--- config.mk ---
export PLATFORM = sky130hd
export DESIGN_NAME = float2int16_arbiter
export DESIGN_NICKNAME = d
export VERILOG_FILES = /design/src/rtl/float2int16_arbiter_pkg.sv /design/src/rtl/float32_to_int16_sat.sv /design/src/rtl/float2int16_arbiter.sv
export SDC_FILE = /design/constraint.sdc
export NUM_CORES = 1
export LEC_CHECK = 0
export BUFFER_PORTS_ARGS = -buffer_cell sky130_fd_sc_hd__buf_2
export CORE_MARGIN = 2
export CORE_UTILIZATION = 55
export DETAILED_ROUTE_END_ITERATION = 10
export MAX_ROUTING_LAYER = met4
export PLACE_DENSITY = 0.87
export SLEW_MARGIN = 40
export SYNTH_ARGS = -nofsm -noshare
export SYNTH_HDL_FRONTEND = slang
export SYNTH_SLANG_ARGS = --single-unit
export TNS_END_PERCENT = 30
--- constraint.sdc ---
create_clock -name i_clk -period 4.7 [get_ports i_clk]
set_input_delay 0.47 -clock i_clk [delete_from_list [all_inputs] [get_ports i_clk]]
set_output_delay 0.47 -clock i_clk [all_outputs]
set_load 0.02 [all_outputs]
--- src/rtl/float2int16_arbiter_pkg.sv ---
// Shared types and constants for the float32 -> int16 arbitrated converter.
package f2i_pkg;

  typedef enum logic [1:0] {
    IDLE,
    CONV,
    OUT
  } state_t;

  localparam int          EXP_BIAS  = 127;
  localparam logic [15:0] INT16_MAX = 16'h7FFF;
  localparam logic [15:0] INT16_MIN = 16'h8000;
  localparam int          MANT_KEEP = 14;

endpackage

--- src/rtl/float32_to_int16_sat.sv ---
// Combinational IEEE-754 single to int16 conversion, truncating toward zero,
// with saturation (or exponent forcing) and NaN zeroing.
module float32_to_int16_sat
  import f2i_pkg::*;
#(
  parameter int SAT_EN = 1
) (
  input  logic [31:0] value,
  output logic [15:0] result,
  output logic        sat
);

  logic              sign;
  logic [7:0]        exp_f;
  logic [22:0]       mant;
  logic signed [8:0] e;
  logic [3:0]        shamt;
  logic [14:0]       mag;

  function automatic logic [15:0] apply_sign(input logic neg, input logic [14:0] m);
    logic [15:0] ext;
    ext = {1'b0, m};
    return neg ? 16'(-ext) : ext;
  endfunction

  assign sign  = value[31];
  assign exp_f = value[30:23];
  assign mant  = value[22:0];
  assign e     = 9'(int'({1'b0, exp_f}) - EXP_BIAS);

  always_comb begin
    result = '0;
    sat    = 1'b0;
    shamt  = '0;
    mag    = '0;
    if (exp_f == 8'hFF && mant != '0) begin
      sat = 1'b1;
    end else if (e < 0) begin
      result = '0;
    end else if (e > MANT_KEEP && SAT_EN != 0) begin
      result = sign ? INT16_MIN : INT16_MAX;
      sat    = 1'b1;
    end else begin
      // Out-of-range inputs without saturation keep only the top mantissa bits.
      if (e > MANT_KEEP) begin
        shamt = '0;
        sat   = 1'b1;
      end else begin
        shamt = 4'(MANT_KEEP - int'(e));
      end
      mag    = {1'b1, mant[22 -: MANT_KEEP]} >> shamt;
      result = apply_sign(sign, mag);
    end
  end

endmodule

--- src/rtl/float2int16_arbiter.sv ---
// Round-robin arbiter sharing one float32 -> int16 converter between
// NUM_REQ producers; one result at a time on a valid/ready output.
module float2int16_arbiter
  import f2i_pkg::*;
#(
  parameter int NUM_REQ = 2,
  parameter int SAT_EN  = 1,
  parameter int IDW     = (NUM_REQ > 1) ? $clog2(NUM_REQ) : 1
) (
  input  logic                 i_clk,
  input  logic                 i_rst_n,
  input  logic [NUM_REQ-1:0]   i_req_valid,
  input  logic [32*NUM_REQ-1:0] i_req_data,
  output logic [NUM_REQ-1:0]   o_req_ready,
  output logic                 o_out_valid,
  input  logic                 i_out_ready,
  output logic [15:0]          o_out_data,
  output logic [IDW-1:0]       o_out_id,
  output logic                 o_out_sat,
  output logic                 o_busy
);

  state_t         state, state_nxt;
  logic [IDW-1:0] rr_ptr, rr_nxt, gnt_idx, cand;
  logic [IDW:0]   sum;
  logic           gnt_any;
  logic [31:0]    sel_word;
  logic [31:0]    word_p0;
  logic [IDW-1:0] id_p0;
  logic [15:0]    conv_data;
  logic           conv_sat;

  // First valid requester at or after rr_ptr, wrapping at NUM_REQ.
  always_comb begin
    gnt_any = 1'b0;
    gnt_idx = '0;
    sum     = '0;
    cand    = '0;
    for (int i = 0; i < NUM_REQ; i++) begin
      sum = {1'b0, rr_ptr} + (IDW+1)'(i);
      if (sum >= (IDW+1)'(NUM_REQ)) sum = sum - (IDW+1)'(NUM_REQ);
      cand = sum[IDW-1:0];
      if (!gnt_any && i_req_valid[cand]) begin
        gnt_any = 1'b1;
        gnt_idx = cand;
      end
    end
  end

  always_comb begin
    sel_word = '0;
    for (int i = 0; i < NUM_REQ; i++) begin
      if (gnt_idx == IDW'(i)) sel_word = i_req_data[32*i +: 32];
    end
  end

  assign rr_nxt = (gnt_idx == IDW'(NUM_REQ-1)) ? '0 : gnt_idx + IDW'(1);
  assign o_busy = (state != IDLE);

  always_comb begin
    state_nxt   = state;
    o_req_ready = '0;
    case (state)
      IDLE: begin
        if (gnt_any) begin
          o_req_ready[gnt_idx] = i_rst_n;
          state_nxt            = CONV;
        end
      end
      CONV:    state_nxt = OUT;
      OUT:     if (i_out_ready) state_nxt = IDLE;
      default: state_nxt = IDLE;
    endcase
  end

  always_ff @(posedge i_clk or negedge i_rst_n) begin
    if (!i_rst_n) begin
      state       <= IDLE;
      rr_ptr      <= '0;
      o_out_valid <= 1'b0;
      o_out_data  <= '0;
      o_out_id    <= '0;
      o_out_sat   <= 1'b0;
    end else begin
      state <= state_nxt;
      if (state == IDLE && gnt_any) rr_ptr <= rr_nxt;
      if (state == CONV) begin
        o_out_data  <= conv_data;
        o_out_id    <= id_p0;
        o_out_sat   <= conv_sat;
        o_out_valid <= 1'b1;
      end else if (state == OUT && i_out_ready) begin
        o_out_valid <= 1'b0;
      end
    end
  end

  // p0: granted sample captured for the conversion cycle
  always_ff @(posedge i_clk) begin
    if (state == IDLE && gnt_any) begin
      word_p0 <= sel_word;
      id_p0   <= gnt_idx;
    end
  end

  float32_to_int16_sat #(
    .SAT_EN (SAT_EN)
  ) u_conv (
    .value  (word_p0),
    .result (conv_data),
    .sat    (conv_sat)
  );

endmodule

==> results list <==
- Hold-fix buffers, CTS: 0
- Area of the mapped netlist: 0.00394 mm²
- Die height: 88.6 µm
* Top post-synthesis cells by area: sky130_fd_sc_hd__edfxtp_1 25%, sky130_fd_sc_hd__dfrtp_1 14%, sky130_fd_sc_hd__nand2_1 12%
- Layout cell share with drive strength beyond 1: 28.5%
* Detailed Route Iter0 Violations: 202
* PD cells: 700 mW/mm²
* Unrepaired setup endpoints after global routing: no
- Overall power: 3.18 mW
* Critical path required time: 4920 ps
- HPWL after detailed placement: 7.11 mm
* Min-delay worst type: input port to async pin
* Initial cell density of the core: 57.3%
- First-pass GRT wire length: 16.1 mm
- Area added between synthesis and finish: 15.2%
* Final Cell Area: 0.00454 mm²
- Once detail routing completed, the nets flagged for antenna violations numbered 0.
- Buffers & Inverters on Critical Path: 2
- Area post-placement: 0.00444 mm²
- The smallest clock period supported by the final layout is computed as 3830 ps.
- The Yosys step of the flow raised 0 warnings.
- VDD sags by at most 0.305 mV.
- For this block, the routed nets add up to 9.37 mm of wire.
- In this run the deepest clock path goes through 2 buffers.
* Yosys top cell by area: sky130_fd_sc_hd__edfxtp_1
* Count of TritonRoute iterations in the first routing pass: 4
* Clock tree from TritonCTS: built
* Count of different cell masters after synthesis: 71
* Maximum clock skew at final layout: 12.3 ps
* Final routed wire length divided by cell count: 15.4 µm
- Counting flops with a built-in enable in the synthesized netlist gives 33.
- Maxcap violations: 0
* Number of H-tree levels: 2
- Highest cell delay on the worst timing path: 600 ps
- For this run, the top clock speed supported by timing is 261 MHz.
- Entering global routing, the biggest net connects 37 pins.
* Buffers added on ports: 90
* Cell count after synthesis: 432
- Setup slack of the critical path after layout: 875 ps
* Kind of end point of the critical path: flop
- Most common cell in the synthesized netlist: sky130_fd_sc_hd__nand2_1
- Worst slack at placement: 773 ps
- In this run the count of I/O pins placed on the die edge is 91.
- Cells fill 66.0% of the core in the end.
* Yosys top cell area share: 25.2%
- DRC errors left: 0
- Data arrives at the worst endpoint at 4040 ps.
* Final worst-path cycle share: 81.4%
- Worst-path fanout max: 8
- Static Leak: 2.04 nW
* Reg2reg path depth: 11
- Initial antenna violation count: 0
- In the global route stage, overall resource usage came out at 26.9%.
- For the final routed database, the setup TNS stands at 0 ps.
- Slew margin rel.: 44.6%
* Clock slew at the register clock pins of the worst setup and hold paths: 110 ps
- The net count of the finished layout is 585.
- The worst setup path is of the flop to flop kind.
- The die covers 0.00785 mm².
- Worst reg2reg path endpoint: o_out_data[8]
- Vias in the first global route: 3379
- The number of max-slew violations in the final report is 0.
- Run status: finished, final reports clean
* Clock root buffer: sky130_fd_sc_hd__clkbuf_8
- Setup violations remaining at the end of the flow were counted as 0.
- Net count after synthesis: 506
* Global placer's final weighted congestion: 0.954
* Total core area: 0.00687 mm²
- GRT overflow: 0
* Inserted Clock Buffers: 5
- Top_reg_cell synth: sky130_fd_sc_hd__edfxtp_1
- Post-CTS timing repair inserted 0 buffers for setup.
* Slew of the pin with the lowest slew margin: 831 ps
- Post-Syn Area per Cell: 9.11 µm²
- In this run, post-CTS repair resized a total of 0 instances.
- Worst-case hold slack: 105 ps
* # clock sinks: 55
* Largest delay contributor family on the critical path: simple AND/OR/NAND/NOR gates
* CP cell instances: ha_1, xnor2_1, o41ai_2, nor2_2, mux4_2, inv_1, ha_1, inv_1, nand4bb_4, or4_1, a32o_1
* Top cells by count, synth: 129 x sky130_fd_sc_hd__nand2_1, 33 x sky130_fd_sc_hd__edfxtp_1, 22 x sky130_fd_sc_hd__dfrtp_1, 20 x sky130_fd_sc_hd__nor2_1, 18 x sky130_fd_sc_hd__clkbuf_1
- At the later pin of the worst-skew pair, clock insertion delay measures 320 ps.
- The setup check on the worst reg-to-reg path leaves a slack of 870 ps.
- After synthesis the netlist holds a flip-flop and latch count of 55.
- The detailed router placed 3549 vias in this run.
* Sort of element at the start of the critical path: flop
- 0 antenna diodes ended up in the layout.
* Crit-path slowest cell: sky130_fd_sc_hd__xnor2_1
* Die Width: 88.6 µm
- In this run the critical register-to-register path is launched from word_p0[23].
* Non-filler cells in the finished layout: 608
- Number of placed instances, taps included: 600
- Final count of hold timing violations: 0
- After detailed routing, the number of vias per cell comes to 5.84.
* Fraction of the yosys area taken by sequential cells: 39.1%
- Row count: 30
- For this run, asynchronously set or reset flops after synthesis account for 40.0%.
[area by class of cell]
type | instances | area [µm²]
flip-flops and latches | 55 | 1540
clock buffers | 5 | 68.8
fillers | 550 | 2330
inverters | 12 | 45.0
repair buffers | 96 | 495
well taps | 96 | 120
multi-input cells | 341 | 2240
clock inverters | 3 | 22.5
[state kept, by name (all words and copies together), names as in the netlist]
register     count
word_p0         32
o_out_data      16
state            2
id_p0            1
o_out_id         1
o_out_sat        1
o_out_valid      1
rr_ptr           1
[cells by family (layout without fill, tap and decap cells)]
| group | Yosys count | after routing | share of synthesized area [%] |
|---|---|---|---|
| muxes | 26 | 26 | 10.3 |
| buffers and inverters | 36 | 116 | 4.16 |
| and+or+nand+nor | 226 | 226 | 27.4 |
| DFF | 55 | 55 | 39.1 |
| xor gates and xnor gates | 6 | 6 | 1.33 |
| adders and majority gates | 5 | 5 | 1.59 |
| AOI/OAI and AO/OA | 78 | 78 | 16.1 |
[worst reg2reg max path, stage by stage (launching register included)]
cell and delay [ps]:
sky130_fd_sc_hd__edfxtp_1 490, sky130_fd_sc_hd__ha_1 300, sky130_fd_sc_hd__xnor2_1 600, sky130_fd_sc_hd__o41ai_2 210
sky130_fd_sc_hd__nor2_2 340, sky130_fd_sc_hd__mux4_2 590, sky130_fd_sc_hd__inv_1 80, sky130_fd_sc_hd__ha_1 160
sky130_fd_sc_hd__inv_1 60, sky130_fd_sc_hd__nand4bb_4 220, sky130_fd_sc_hd__or4_1 430, sky130_fd_sc_hd__a32o_1 250
[metal layers]
metal	routed length, µm	track usage (%)
met4	119	6.47
met3	430	4.01
met5	0	-
met2	4780	45.7
met1	4040	33.9
[power breakdown]
group	switching, mW	internal, mW
Combinational	1.22	0.803
Sequential	0.151	0.733
Clock	0.164	0.108
[cell usage in the layout, fill, tap and decap left out, types with 3 or more instances in the layout]
cell type	count
sky130_fd_sc_hd__a211oi_1	3
sky130_fd_sc_hd__a21o_1	4
sky130_fd_sc_hd__a21oi_1	16
sky130_fd_sc_hd__a31oi_1	4
sky130_fd_sc_hd__and2_1	3
sky130_fd_sc_hd__and3_1	4
sky130_fd_sc_hd__buf_2	90
sky130_fd_sc_hd__buf_4	6
sky130_fd_sc_hd__clkbuf_8	5
sky130_fd_sc_hd__dfrtp_1	22
sky130_fd_sc_hd__edfxtp_1	33
sky130_fd_sc_hd__ha_1	4
sky130_fd_sc_hd__inv_1	10
sky130_fd_sc_hd__mux2_2	7
sky130_fd_sc_hd__mux2i_1	8
sky130_fd_sc_hd__mux4_2	11
sky130_fd_sc_hd__nand2_1	129
sky130_fd_sc_hd__nand3_1	9
sky130_fd_sc_hd__nand4_1	13
sky130_fd_sc_hd__nor2_1	19
sky130_fd_sc_hd__nor2b_1	4
sky130_fd_sc_hd__nor3_1	9
sky130_fd_sc_hd__nor4_1	10
sky130_fd_sc_hd__o211a_1	3
sky130_fd_sc_hd__o211ai_1	3
sky130_fd_sc_hd__o21ai_0	7
sky130_fd_sc_hd__o311a_1	4
sky130_fd_sc_hd__o31ai_1	3
sky130_fd_sc_hd__or3_1	5
sky130_fd_sc_hd__or4_1	3
sky130_fd_sc_hd__xnor2_1	4
[worst max-delay path by stage]
stage	start	cells past startpoint	to	slack (ps)
after detailed placement	word_p0[23]	9	o_out_data[8]	770
final	word_p0[23]	11	o_out_data[8]	870
after CTS	word_p0[23]	9	o_out_data[8]	760
after global routing	word_p0[23]	12	o_out_data[10]	650
after global placement	word_p0[23]	9	o_out_data[8]	860
after floorplan	word_p0[24]	13	o_out_data[8]	1230
(Power assumes the default switching activity.)
